**src/rtl/mul_add_seq_ctrl.sv**
```systemverilog
// Sequencing controller for a repeated-addition multiplier (A, B, P registers and A+P adder).
// Loads A then B over a shared handshaked bus, accumulates until B == 0, with limit and abort exits.
module mul_add_seq_ctrl #(
  parameter int unsigned      CNT_W    = 16,
  parameter logic [CNT_W-1:0] MAX_ITER = 16'hFFFF
) (
  input  logic             clk,
  input  logic             rst,
  input  logic             start,
  input  logic             abort,
  input  logic             op_valid,
  output logic             op_ready,
  input  logic             eqz,
  output logic             ld_a,
  output logic             ld_b,
  output logic             clr_p,
  output logic             ld_p,
  output logic             dec_b,
  output logic             busy,
  output logic             done,
  output logic             err,
  output logic [CNT_W-1:0] iter_cnt
);

  typedef enum logic [2:0] {
    StIdle,
    StLoadA,
    StLoadB,
    StCheck,
    StAcc,
    StDone,
    StErr
  } state_e;

  state_e           state_q, state_d;
  logic [CNT_W-1:0] iter_q, iter_d;

  always_ff @(posedge clk) begin
    if (!rst) begin
      state_q <= StIdle;
      iter_q  <= '0;
    end else begin
      state_q <= state_d;
      iter_q  <= iter_d;
    end
  end

  always_comb begin
    state_d  = state_q;
    iter_d   = iter_q;
    op_ready = 1'b0;
    ld_a     = 1'b0;
    ld_b     = 1'b0;
    clr_p    = 1'b0;
    ld_p     = 1'b0;
    dec_b    = 1'b0;
    done     = 1'b0;
    err      = 1'b0;
    busy     = (state_q != StIdle);

    // Abort wins over every other exit and silences all strobes; the counter holds.
    if (busy && abort) begin
      state_d = StIdle;
    end else begin
      case (state_q)
        StIdle: begin
          if (start) begin
            state_d = StLoadA;
            iter_d  = '0;
          end
        end
        StLoadA: begin
          clr_p    = 1'b1;
          op_ready = 1'b1;
          if (op_valid) begin
            ld_a    = 1'b1;
            state_d = StLoadB;
          end
        end
        StLoadB: begin
          op_ready = 1'b1;
          if (op_valid) begin
            ld_b    = 1'b1;
            state_d = StCheck;
          end
        end
        StCheck: begin
          if (eqz) begin
            state_d = StDone;
          end else if (iter_q == MAX_ITER) begin
            state_d = StErr;
          end else begin
            state_d = StAcc;
          end
        end
        StAcc: begin
          ld_p    = 1'b1;
          dec_b   = 1'b1;
          iter_d  = iter_q + CNT_W'(1);
          state_d = StCheck;
        end
        StDone: begin
          done    = 1'b1;
          state_d = StIdle;
        end
        StErr: begin
          done    = 1'b1;
          err     = 1'b1;
          state_d = StIdle;
        end
        default: state_d = StIdle;
      endcase
    end
  end

  assign iter_cnt = iter_q;

endmodule

```
**config.mk**
```make
export PLATFORM = sky130hd
export DESIGN_NAME = mul_add_seq_ctrl
export DESIGN_NICKNAME = d
export VERILOG_FILES = /design/src/rtl/mul_add_seq_ctrl.sv
export SDC_FILE = /design/constraint.sdc
export NUM_CORES = 1
export LEC_CHECK = 0
export CAP_MARGIN = 25
export CORE_AREA = 2 2 52 54
export DETAILED_ROUTE_END_ITERATION = 7
export DIE_AREA = 0 0 54 56
export PLACE_DENSITY = 0.87
export SYNTH_ARGS = -nofsm -noshare
export SYNTH_HDL_FRONTEND = slang
export SYNTH_SLANG_ARGS = --single-unit
```
**constraint.sdc**
```tcl
create_clock -name clk -period 1.95 [get_ports clk]
set_input_delay 0.39 -clock clk [delete_from_list [all_inputs] [get_ports clk]]
set_output_delay 0.39 -clock clk [all_outputs]
set_load 0.02 [all_outputs]
```
==> flow_summary.json <==
{
  "place_area_um2": 1560,
  "ys_ff_latch": 19,
  "crit_slowest_cell": "dfxtp_4",
  "cp_max_fo": 11,
  "yosys_warnings": 0,
  "dr_total_vias": 1233,
  "grt_pass1_vias": 1199,
  "slew_headroom_pct": 61.1,
  "start_util_pct": 45.8,
  "drv_cap": 0,
  "syn2layout_area_growth_pct": 43.2,
  "p_per_area_nw_per_um2": 471,
  "synth_area_leaders": "dfxtp_1 (34%), nand2_1 (5.7%), or4_1 (4.7%)",
  "status": "finished, final reports clean",
  "drt-total-wl_um": 3130,
  "final_cell_mix": "clkdlybuf4s50_1 (20), buf_4 (18), nand2_1 (17)",
  "ant_nets": 0,
  "tns_ps": 0,
  "fmax_mhz": 533,
  "synthDistinctLibCells": 39,
  "netlist.top_cell.by_area": "dfxtp_1",
  "fin_hold_ws_ps": 494,
  "synth_nets": 143,
  "vdd_drop_max_mv": 0.423,
  "io_pins": 31,
  "critPathBufInv": 1,
  "hp-start": "iter_cnt[13]",
  "overflow": 0,
  "routed_via_density": 5.79,
  "crit_family": "simple AND/OR/NAND/NOR gates",
  "route.detailed.drc": 0,
  "globalRouteTotalUtil_pct": 23.4,
  "final_common_cell": "clkdlybuf4s50_1",
  "grt_pass1_wl_um": 5370,
  "drive_above_1_share_pct": 19.7,
  "cp-end-kind": "output pin",
  "worstSkewPairLatency_ps": 300,
  "cts_buffer_depth": 2,
  "grt_max_degree": 12,
  "hold_buffers": 0,
  "synthCells": 136,
  "critical_path_class": "reg2out",
  "chipWidth_um": 54,
  "finalHoldViolations": 0,
  "coreArea_um2": 2430,
  "crit_required_ps": 1560,
  "wl_per_cell_um": 14.7,
  "diodes": 0,
  "yosysTopAreaCellShare_pct": 34.1,
  "clk_pin_slew_ps": 110,
  "hpwl_um": 2340,
  "antenna_found_initial": 0,
  "rsz0062_at_grt": "false",
  "cts_made_buffers": 3,
  "tightest_slew_ps": 580,
  "finalMaxSlewViolations": 0,
  "io_buffers": 30,
  "avgSynthCellArea_um2": 8.20,
  "dieArea_um2": 3020,
  "worstPathArrival_ps": 1480,
  "synth_edf_count": 0,
  "nNetsFinal": 191,
  "drtIter0Drc": 40,
  "crit_chain": "nand2b_1 -> nor4b_1 -> clkdlybuf4s15_1",
  "syn_area_um2": 1110,
  "setup_viol": 0,
  "fin_crit_ps": 1870,
  "slowest_delay_ps": 410,
  "first_pass_iters": 4,
  "gp_congestion": 0.895,
  "cts_tree": "done",
  "hold_path.class": "reg2reg",
  "die_y_um": 56,
  "timing.final.crit_share_pct": 96.1,
  "cts.sinks": 19,
  "synth_seq_area_share_pct": 34.1,
  "r2r_start": "state_q[2]",
  "fin_util_pct": 65.6,
  "cts_max_level": 1,
  "synth_ff_type": "dfxtp_1",
  "stdcell_area_um2": 1600,
  "async_flop_share_pct": 0,
  "core.rowCount": 18,
  "start_kind": "register",
  "cts_root_buffer": "clkbuf_4",
  "clock_skew_ps": 9.27,
  "cp-startpoint": "state_q[2]",
  "p_leak_nw": 0.552
}
## power by group
| group | switching [mW] | total [mW] | internal, mW |
|---|---|---|---|
| sequential | 0.0124 | 0.403 | 0.391 |
| combinational | 0.0731 | 0.142 | 0.0691 |
| clock | 0.126 | 0.206 | 0.0798 |
| total | 0.212 | 0.751 | 0.540 |
## cell families after synthesis
kind of cell	share of synthesized area, %
AND/OR/NAND/NOR	34.1
XOR/XNOR	2.36
flip-flops	34.1
buffers and inverters	6.06
adder cells (fa/ha/maj)	1.12
AO/OA/AOI/OAI	17.6
multiplexers	4.60
## what timing repair did
action,4_1_cts,5_1_grt
setup endpoints to repair,17,5
gates resized for setup,18,9
pin swaps,1,0
cloned,0,0
setup buffers,0,0
## stage by stage
step           power (mW)  worst slack [ps]  instances
2_1_floorplan       0.485              27.8        136
4_1_cts             0.752              17.8        213
3_5_place_dp        0.555              -428        209
5_1_grt             0.791             0.427        213
3_3_place_gp        0.549              -341        209
6_report            0.751              75.1        213
## tightest hold or removal path, stage by stage (launching register included)
cell and delay [ps]:
dfxtp_1 350, nand2_1 60, mux2i_1 50
## sequential cells by signal, summed over array words and instances (netlist names)
name and cells:
iter_cnt 16, state_q 3
## final timing paths
| check | to | slack (ps) | depth (start not counted) |
|---|---|---|---|
| worst max-delay path | ld_b | 80 | 3 |
| worst max register to register | state_q[1] | 90 | 5 |
| worst min-delay path | iter_cnt[13] | 490 | 2 |
| worst min register to register | iter_cnt[13] | 490 | 2 |
## cell usage after synthesis (2+ instances only)
cell type	count
a211oi_1	2
nor4b_1	3
nand4_1	3
o211ai_1	2
buf_6	2
mux2i_1	4
and2_1	2
nor3_1	4
a21oi_1	10
nor2_1	8
or4_1	7
xnor2_1	3
or2_2	2
nor4_1	4
dfxtp_1	19
nand2_1	17
nand3_1	3
o31ai_1	5
nand2b_1	4
nor2b_1	2
o21ai_0	4
or3_1	6
inv_1	4
## per-layer routing
metal / vias up / routed length, um / GRT usage (%)
li1: 607 / - / -
met1: 583 / 1330 / 29.6
met2: 37 / 1600 / 36.9
met3: 6 / 114 / 2.69
met4: 0 / 85 / 13.9
met5: - / 0 / 0
## cell type report
cell class	instances	area, um^2
multi-input cells	107	689
inverters	4	15.0
well taps	30	37.5
repair buffers	49	439
flip-flops and latches	19	389
clock buffers	4	26.3
fillers	208	836
No activity file was read; power rests on OpenSTA's default activity.
